**config.mk**
```make
export PLATFORM = sky130hd
export DESIGN_NAME = aes_encrypt_128_iter_flat
export DESIGN_NICKNAME = d
export VERILOG_FILES = /design/src/rtl/aes_encrypt_128_iter_if.sv /design/src/rtl/aes_encrypt_128_iter.sv /design/src/flat_wrapper.sv
export SDC_FILE = /design/constraint.sdc
export NUM_CORES = 2
export LEC_CHECK = 0
export BUFFER_PORTS_ARGS = -buffer_cell sky130_fd_sc_hd__buf_2
export CORE_ASPECT_RATIO = 0.5
export CORE_UTILIZATION = 30
export DETAILED_ROUTE_END_ITERATION = 10
export PLACE_DENSITY_LB_ADDON = 0.15
export SYNTH_ARGS = -nofsm -noshare
export SYNTH_HDL_FRONTEND = slang
export SYNTH_SLANG_ARGS = --single-unit
```
**constraint.sdc**
```tcl
create_clock -name clk -period 8.7 [get_ports clk]
set_input_delay 1.305 -clock clk [delete_from_list [all_inputs] [get_ports clk]]
set_output_delay 1.305 -clock clk [all_outputs]
set_load 0.1 [all_outputs]
```
**src/rtl/aes_encrypt_128_iter_if.sv**
```systemverilog
// Handshake bundle for the iterative AES-128 encrypt core.
// The master offers plain/key blocks and consumes cipher/key10 results.
interface aes_encrypt_128_iter_if;
   logic         in_valid;
   logic         in_ready;
   logic [127:0] plain;
   logic [127:0] key;
   logic         out_valid;
   logic         out_ready;
   logic [127:0] cipher;
   logic [127:0] key10;

   modport master (
      output in_valid, plain, key, out_ready,
      input  in_ready, out_valid, cipher, key10
   );

   modport slave (
      input  in_valid, plain, key, out_ready,
      output in_ready, out_valid, cipher, key10
   );
endinterface

```
**src/rtl/aes_encrypt_128_iter.sv**
```systemverilog
// Iterative AES-128 encryption: one round per clock with on-the-fly key expansion.
// Byte 0 of every 128-bit word sits at [127:120]; the state is column-major.
module aes_encrypt_128_iter (
   input  logic                         clk,
   input  logic                         rst,
   aes_encrypt_128_iter_if.slave        aes_if
);

   typedef enum logic [1:0] {IDLE, ROUND, DONE} fsm_t;

   localparam logic [0:255][7:0] SBOX_TBL = {
      128'h637c777bf26b6fc53001672bfed7ab76, 128'hca82c97dfa5947f0add4a2af9ca472c0,
      128'hb7fd9326363ff7cc34a5e5f171d83115, 128'h04c723c31896059a071280e2eb27b275,
      128'h09832c1a1b6e5aa0523bd6b329e32f84, 128'h53d100ed20fcb15b6acbbe394a4c58cf,
      128'hd0efaafb434d338545f9027f503c9fa8, 128'h51a3408f929d38f5bcb6da2110fff3d2,
      128'hcd0c13ec5f974417c4a77e3d645d1973, 128'h60814fdc222a908846eeb814de5e0bdb,
      128'he0323a0a4906245cc2d3ac629195e479, 128'he7c8376d8dd54ea96c56f4ea657aae08,
      128'hba78252e1ca6b4c6e8dd741f4bbd8b8a, 128'h703eb5664803f60e613557b986c11d9e,
      128'he1f8981169d98e949b1e87e9ce5528df, 128'h8ca1890dbfe6426841992d0fb054bb16
   };

   fsm_t         fsm_q, fsm_d;
   logic [3:0]   round_q, round_d;
   logic [127:0] state_q, state_d;
   logic [127:0] rkey_q, rkey_d;
   logic [127:0] sr_sb;
   logic [127:0] mixed;
   logic [127:0] nk;

   function automatic logic [7:0] sbox(input logic [7:0] x);
      return SBOX_TBL[x];
   endfunction

   function automatic logic [7:0] xtime(input logic [7:0] x);
      return {x[6:0], 1'b0} ^ (x[7] ? 8'h1b : 8'h00);
   endfunction

   function automatic logic [7:0] rcon(input logic [3:0] r);
      case (r)
         4'd1:    return 8'h01;
         4'd2:    return 8'h02;
         4'd3:    return 8'h04;
         4'd4:    return 8'h08;
         4'd5:    return 8'h10;
         4'd6:    return 8'h20;
         4'd7:    return 8'h40;
         4'd8:    return 8'h80;
         4'd9:    return 8'h1b;
         4'd10:   return 8'h36;
         default: return 8'h00;
      endcase
   endfunction

   function automatic logic [127:0] sub_bytes(input logic [127:0] s);
      logic [127:0] o;
      for (int i = 0; i < 16; i++) o[8*i +: 8] = sbox(s[8*i +: 8]);
      return o;
   endfunction

   // Row r of column c takes the byte from column (c+r) mod 4 of the same row.
   function automatic logic [127:0] shift_rows(input logic [127:0] s);
      logic [127:0] o;
      for (int c = 0; c < 4; c++)
         for (int r = 0; r < 4; r++)
            o[127 - 8*(4*c + r) -: 8] = s[127 - 8*(4*((c + r) % 4) + r) -: 8];
      return o;
   endfunction

   function automatic logic [127:0] mix_columns(input logic [127:0] s);
      logic [127:0] o;
      logic [7:0]   a0, a1, a2, a3;
      for (int c = 0; c < 4; c++) begin
         a0 = s[127 - 32*c -: 8];
         a1 = s[119 - 32*c -: 8];
         a2 = s[111 - 32*c -: 8];
         a3 = s[103 - 32*c -: 8];
         o[127 - 32*c -: 8] = xtime(a0) ^ xtime(a1) ^ a1 ^ a2 ^ a3;
         o[119 - 32*c -: 8] = a0 ^ xtime(a1) ^ xtime(a2) ^ a2 ^ a3;
         o[111 - 32*c -: 8] = a0 ^ a1 ^ xtime(a2) ^ xtime(a3) ^ a3;
         o[103 - 32*c -: 8] = xtime(a0) ^ a0 ^ a1 ^ a2 ^ xtime(a3);
      end
      return o;
   endfunction

   function automatic logic [127:0] expand(input logic [127:0] k, input logic [7:0] rc);
      logic [31:0] rot, temp, w0, w1, w2, w3;
      rot  = {k[23:0], k[31:24]};
      temp = {sbox(rot[31:24]), sbox(rot[23:16]), sbox(rot[15:8]), sbox(rot[7:0])}
             ^ {rc, 24'h0};
      w0   = k[127:96] ^ temp;
      w1   = k[95:64]  ^ w0;
      w2   = k[63:32]  ^ w1;
      w3   = k[31:0]   ^ w2;
      return {w0, w1, w2, w3};
   endfunction

   always_comb begin
      sr_sb = shift_rows(sub_bytes(state_q));
      mixed = mix_columns(sr_sb);
      nk    = expand(rkey_q, rcon(round_q));
   end

   always_comb begin
      fsm_d   = fsm_q;
      round_d = round_q;
      state_d = state_q;
      rkey_d  = rkey_q;
      case (fsm_q)
         IDLE: begin
            if (aes_if.in_valid) begin
               state_d = aes_if.plain ^ aes_if.key;
               rkey_d  = aes_if.key;
               round_d = 4'd1;
               fsm_d   = ROUND;
            end
         end
         ROUND: begin
            state_d = ((round_q == 4'd10) ? sr_sb : mixed) ^ nk;
            rkey_d  = nk;
            round_d = round_q + 4'd1;
            if (round_q == 4'd10) fsm_d = DONE;
         end
         DONE: begin
            if (aes_if.out_ready) fsm_d = IDLE;
         end
         default: fsm_d = IDLE;
      endcase
   end

   always_ff @(posedge clk) begin
      if (rst) begin
         fsm_q   <= IDLE;
         round_q <= 4'd0;
      end else begin
         fsm_q   <= fsm_d;
         round_q <= round_d;
      end
   end

   // Datapath registers are left unreset; the outputs are masked outside DONE instead.
   always_ff @(posedge clk) begin
      state_q <= state_d;
      rkey_q  <= rkey_d;
   end

   assign aes_if.in_ready  = (fsm_q == IDLE);
   assign aes_if.out_valid = (fsm_q == DONE);
   assign aes_if.cipher    = (fsm_q == DONE) ? state_q : 128'h0;
   assign aes_if.key10     = (fsm_q == DONE) ? rkey_q  : 128'h0;

endmodule

```
**src/flat_wrapper.sv**
```systemverilog
// flat-port wrapper written by rule: the top's interface ports become plain ports
module aes_encrypt_128_iter_flat 
  (clk, rst, aes_if_in_valid, aes_if_plain, aes_if_key, aes_if_out_ready, aes_if_in_ready, aes_if_out_valid, aes_if_cipher, aes_if_key10);
  aes_encrypt_128_iter_if aes_if_i ();
  input  logic clk;
  input  logic rst;
  input wire logic [$bits(aes_if_i.in_valid)-1:0] aes_if_in_valid;
  input wire logic [$bits(aes_if_i.plain)-1:0] aes_if_plain;
  input wire logic [$bits(aes_if_i.key)-1:0] aes_if_key;
  input wire logic [$bits(aes_if_i.out_ready)-1:0] aes_if_out_ready;
  output wire logic [$bits(aes_if_i.in_ready)-1:0] aes_if_in_ready;
  output wire logic [$bits(aes_if_i.out_valid)-1:0] aes_if_out_valid;
  output wire logic [$bits(aes_if_i.cipher)-1:0] aes_if_cipher;
  output wire logic [$bits(aes_if_i.key10)-1:0] aes_if_key10;
  assign aes_if_i.in_valid = aes_if_in_valid;
  assign aes_if_i.plain = aes_if_plain;
  assign aes_if_i.key = aes_if_key;
  assign aes_if_i.out_ready = aes_if_out_ready;
  assign aes_if_in_ready = aes_if_i.in_ready;
  assign aes_if_out_valid = aes_if_i.out_valid;
  assign aes_if_cipher = aes_if_i.cipher;
  assign aes_if_key10 = aes_if_i.key10;
  aes_encrypt_128_iter u_core (.clk(clk), .rst(rst), .aes_if(aes_if_i));
endmodule
```
# Word-level counts from Yosys, hierarchy flattened

Memory sizes are Yosys's and may differ from the RTL's. A register that Yosys moved wholly into a read port is not among the register bits.
Index checks and enable logic that the tools add are counted.

Flip-flop bits (word level): 262
ROM bits: 41088
Bits of input ports: 260
Output and inout bits: 258
Word-level logic and storage cells: 234
Memories kept: 21

Memory list:

| memory           | depth | width | read ports | clocked after Yosys merged registers in | write ports | line                       | text |
|---|---|---|---|---|---|---|---|
| (no name shown)  | 256   | 8     | 1          | 0                                       | 0           | aes_encrypt_128_iter.sv:31 | `return SBOX_TBL[x];` |
| (no name shown)  | 256   | 8     | 1          | 0                                       | 0           | aes_encrypt_128_iter.sv:31 |  |
| (no name shown)  | 256   | 8     | 1          | 0                                       | 0           | aes_encrypt_128_iter.sv:31 |  |
| (no name shown)  | 256   | 8     | 1          | 0                                       | 0           | aes_encrypt_128_iter.sv:31 |  |
| (no name shown)  | 256   | 8     | 1          | 0                                       | 0           | aes_encrypt_128_iter.sv:31 |  |
| (no name shown)  | 256   | 8     | 1          | 0                                       | 0           | aes_encrypt_128_iter.sv:31 |  |
| 15 more memories | --    | --    | --         | --                                      | --          | --                         |  |

$add $sub $neg: 1
$lt $le $gt $ge: 20
Equality and inequality tests: 6
Muxes and demuxes: 71
Bitwise logic cells: 107
Reductions and logical operators: 4

Operators by type and width:

| kind                                                      | number |
|---|---|
| two-way mux 128 bit                                       | 5 |
| XOR 8 bit                                                 | 80 |
| one-hot mux 128 bit (2 select lines)                      | 2 |
| two-way mux 8 bit                                         | 40 |
| XOR 128 bit                                               | 2 |
| greater-or-equal comparator 9 bit (second input constant) | 20 |
| NOT 8 -> 9 bit                                            | 20 |
| XOR 32 bit                                                | 5 |
| two-way mux 5 bit                                         | 16 |
| two-way mux 4 bit                                         | 3 |
| one-hot mux 4 bit (2 select lines)                        | 1 |
| two-way mux 2 bit                                         | 3 |
| one-hot mux 2 bit (3 select lines)                        | 1 |
| adder 4 x 1 -> 4 bit (second input constant)              | 1 |
| equality test 4 bit (second input constant)               | 1 |
| != test 2 bit (second input constant)                     | 2 |
| AND reduction 3 bit                                       | 1 |
| equality test 2 x 1 -> 1 bit (second input constant)      | 1 |
| equality test 2 bit (second input constant)               | 1 |
| zero test 2 bit                                           | 1 |
| != test 2 x 1 -> 1 bit (second input constant)            | 1 |
| AND reduction 2 bit                                       | 1 |
| nonzero test 2 bit                                        | 1 |

# Depth between registers and ports, before layout

Word-level depth: 13
Gate-level depth with buffers: 18
Mapped depth without buffers: 13

# Least setup slack after synthesis

OpenSTA, ideal clock, no wires.

Path type: input port to flip-flop
Start point: input aes_if_in_valid
End point: register (tool-made name)
Library setup time: 0.117 ns
Data arrival time: 8.060 ns
Path slack: 0.524 ns
Stages on the path: 8
Buffers on the path: 0
Path through: nor2_1 > or2_2 > inv_1 > nor2_1 > a211oi_1 > inv_1 > ha_1 > a22o_1

RTL lines:

| element            | line              | text |
|---|---|---|
| start: declaration | flat_wrapper.sv:7 | `input wire logic [$bits(aes_if_i.in_valid)-1:0] aes_if_in_valid;` |

# Final worst setup path

Start point: register u_core.rkey_q[0]
End point: register u_core.state_q[75] (data pin)

Word-level cells in the longest chain between the ends: 9

RTL lines:

| element                                              | line                        | text |
|---|---|---|
| start: declaration                                   | aes_encrypt_128_iter.sv:25  | `logic [127:0] rkey_q, rkey_d;` |
| start signal: assignment                             | aes_encrypt_128_iter.sv:143 | `rkey_q <= rkey_d;` |
| NOT 8 -> 9 bit (not written as such)                 | aes_encrypt_128_iter.sv:31  |  |
| memory read (256 x 8 bit)                            | --                          |  |
| two-way mux 8 bit (not written as such) (2 in a row) | aes_encrypt_128_iter.sv:31  |  |
| XOR 32 bit                                           | aes_encrypt_128_iter.sv:89  | `^ {rc, 24'h0};` |
| XOR 32 bit                                           | aes_encrypt_128_iter.sv:90  | `w0 = k[127:96] ^ temp;` |
| XOR 32 bit                                           | aes_encrypt_128_iter.sv:91  | `w1 = k[95:64] ^ w0;` |
| XOR 128 bit                                          | aes_encrypt_128_iter.sv:118 | `state_d = ((round_q == 4'd10) ? sr_sb : mixed) ^ nk;` |
| one-hot mux 128 bit (2 select lines)                 | aes_encrypt_128_iter.sv:108 | `case (fsm_q)` |
| net u_core.state_d[75]                               | aes_encrypt_128_iter.sv:24  | `logic [127:0] state_q, state_d;` |
| end signal: assignment                               | aes_encrypt_128_iter.sv:142 | `state_q <= state_d;` |
| end: declaration                                     | aes_encrypt_128_iter.sv:24  |  |

The timed path passes the listed nets, and every way through them passes these cells. The select of a mux whose other input is x is not followed.
A chain may end at the register's enable or synchronous reset.

==> metrics <==
actual slew at the worst max-slew pin=1.47 ns; Critical Path Sink Type=flip-flop; Total GRT Usage=about a third; Placed Area=about 95000 µm²; post-route minimum period=6.98 ns; post-synth net total=approximately 13000; Std-Cell Rows=between 100 and 150; Iteration-0 DRC Markers=about 20000; Die Footprint=approximately 310000 µm²; Die Y=slightly below 400 µm; post-route cell area=96700 µm²; GRT overflow=0; synth warn=0; Syn Inst Count=about 13000; Synth Cell Area=approximately 91000 µm²; Via density=roughly 6.8; fin. max-slew vios=0; synth top area cells=edfxtp_1 (8.4%), mux4_2 (6.9%), o21ai_0 (5.4%), a21oi_1 (5.1%), nand2_1 (4.8%); RSZ-0062 raised after global routing=false; Max Buffers Root-to-Sink=3; worst hold path depth=2; Slew headroom=2.29%; io pins=between 500 and 600; Routed Wire Length=around 550000 µm; # DRC=0; post-DP HPWL=between 300000 and 400000 µm; Setup Skew=~0.048 ns; Post-synth EDFFs=between 200 and 300; Syn-to-layout area delta=5.65%; R2R depth=12; largest area contributor in the netlist=edfxtp_1; Crit path buffers/inverters=1; number of synthesized register bits=270; Post-Place Setup Slack=approximately 1.8 ns; Unique masters post-synth=approximately 140; crit path cell chain=clkinv_1 -> ha_1 -> nand2_1 -> and3_1 -> o21a_1 -> o21a_1 -> o311a_1 -> a2111oi_4 -> xnor2_2 -> xnor2_1 -> xnor2_1 -> a21oi_1; max incr delay on CP=1.00 ns; H-tree levels=2; clk sinks=270; fin crit share=~80%; initial antenna violation count=25; global placement routability congestion=slightly above 1; CTS Root Cell=clkbuf_16; post-synth top area share=under 10%; critical path data required time=around 9.0 ns; # Post-CTS Setup Buffers=0; Hold Path Class=reg2reg; CTS tree=done; CP arrival=about 7.3 ns; Startpoint Class=flip-flop; Seq/Total Area, Yosys=between 8 and 9%; # port buffers=a little over 500; status=finished, final reports clean; max_cap viols=0; vias=111000; Max Fclk=0.143 GHz; R2R Setup Slk=~1.7 ns; cts hold-fix bufs=0; largest net degree at the start of global routing=approximately 150; Multi-input gate area=75700 µm²; fraction of layout cells with a size suffix above 1=13.4%; Core ar.=301000 µm²; first-pass GRT wire length=between 700000 and 800000 µm; fin nets=around 13000; Post-synth ARST share=0%; vias in the first global route=between 100k and 150k; CP Class=reg2reg; CP top delay family=compound AO/OA/AOI/OAI gates; Worst path depth=12; final hold viol count=0; Die X=~780 µm; ANT nets after route=0; PnR worst setup slack=around 1.7 ns; ys flop type=edfxtp_1; detail-routed net length per standard cell=34.0 µm; average size of a mapped cell=7.13 µm²; fillers=33100; slowest library cell on the worst path=edfxtp_1; Worst Path Max Fanout=19; clock buffer count from CTS=just over 40; Clock transition at path regs=0.06 ns; starting density of the core=about 30%; # setup viols final=0; setup TNS=0 ns; DRT Pass-1 Iters=10; Post-CTS Resized=0; latest clock arrival within the worst-skew pair=approximately 0.68 ns; final hold slack=just over 0.6 ns; register area=around 8000 µm²
[worst reg2reg max path: cells and delay by family, from the launching register on]
kind | cells | cell delay, ns
xor+xnor | 3 | 0.93
fa+ha+maj | 1 | 0.85
buf+inv | 1 | 0.75
flops | 1 | 1.00
simple gates | 2 | 0.86
compound gates | 5 | 2.27
[layout make-up]
type / count / share of cell area [%]
timing repair buffer: 891 / 5.85
tap: 4032 / 5.22
clock buffer: 47 / 1.11
sequential: 270 / 8.24
multi-input combinational: 10800 / 78.3
clock inverter: 27 / 0.334
antenna: 9 / 0.0233
inverter: 237 / 0.928
[sequential cells by signal, summed over array words and instances, names as in the netlist, named ones only]
signal	cells
u_core.rkey_q	128
u_core.fsm_q	2
u_core.round_q	4
u_core.state_q	128
[metrics by stage]
stage / std cells / utilization, %
2_1_floorplan: 12800 / -
3_3_place_gp: 16200 / 31.6
3_5_place_dp: 16200 / 31.6
4_1_cts: 16300 / 32.1
5_1_grt: 16300 / 32.1
6_report: 16300 / 32.1
[Yosys cell counts, types with 74 or more instances]
library cell	instances
nand2b_1	424
a311oi_1	209
or3_1	105
a31oi_1	254
a211o_1	77
nand3_1	362
o22ai_1	108
o211ai_1	227
inv_1	181
mux4_2	281
nor2b_1	352
buf_4	85
a2111oi_0	74
clkbuf_1	750
nor2_1	856
xor2_1	312
edfxtp_1	256
o21ai_0	983
mux2i_1	161
or2_2	112
and2_1	367
buf_1	111
and3_1	85
o31ai_1	144
xnor2_1	454
buf_2	537
o221ai_1	79
ha_1	293
o311ai_0	180
a221oi_1	82
nor3_1	417
a21oi_1	936
a211oi_1	228
nand2_1	1161
[worst paths after layout]
check / start / endpoint
min: u_core.round_q[2] / flip-flop
min reg2reg: u_core.round_q[2] / flip-flop
max: u_core.rkey_q[0] / u_core.state_q[75]
max reg2reg: u_core.rkey_q[0] / u_core.state_q[75]
[layout by cell type, fill, tap and decap left out, drive strengths merged, types with 71 or more instances in the layout]
cell type,Yosys,final
a2111oi,77,77
a211o,77,77
a211oi,232,232
a21oi,938,938
a221oi,86,86
a311oi,214,214
a31oi,257,257
and2,384,384
and3,85,85
buf,776,891
edfxtp,256,256
ha,293,293
inv,200,208
mux2i,168,168
mux4,281,281
nand2,1163,1163
nand2b,424,424
nand3,363,363
nor2,864,864
nor2b,353,353
nor3,419,419
nor3b,73,73
o2111ai,71,71
o211ai,230,230
o21ai,1029,1029
o221ai,79,79
o22ai,111,111
o311ai,201,201
o31ai,149,149
or2,121,121
or3,105,105
xnor2,479,479
xor2,334,334
[layer usage]
| metal | GRT usage [%] | part of all wire (%) | routed length, µm | vias to the layer above |
|---|---|---|---|---|
| li1 | - | - | - | 47000 |
| met1 | 44.6 | 39 | 218000 | 54200 |
| met2 | 51.3 | 43 | 236000 | 8135 |
| met3 | 8.05 | 12 | 63800 | 1460 |
| met4 | 17.4 | 6.4 | 35400 | 18 |
| met5 | 0 | 0.020 | 110 | - |
[cell families (layout without fill, tap and decap cells)]
kind of cell,after synthesis,after routing,synth area share (%)
multiplexers,502,502,9.46
AND/OR/NAND/NOR,4576,4576,25.2
adder cells (fa/ha/maj),295,295,4.03
flip-flops,270,270,8.71
other,0,9,0
AO/OA/AOI/OAI,4542,4542,34.2
buffers and inverters,1767,1202,8.69
XOR/XNOR,872,872,9.71
Power is not shown: default switching activity piles up to over one toggle a cycle in this logic, so the estimate is an artifact.
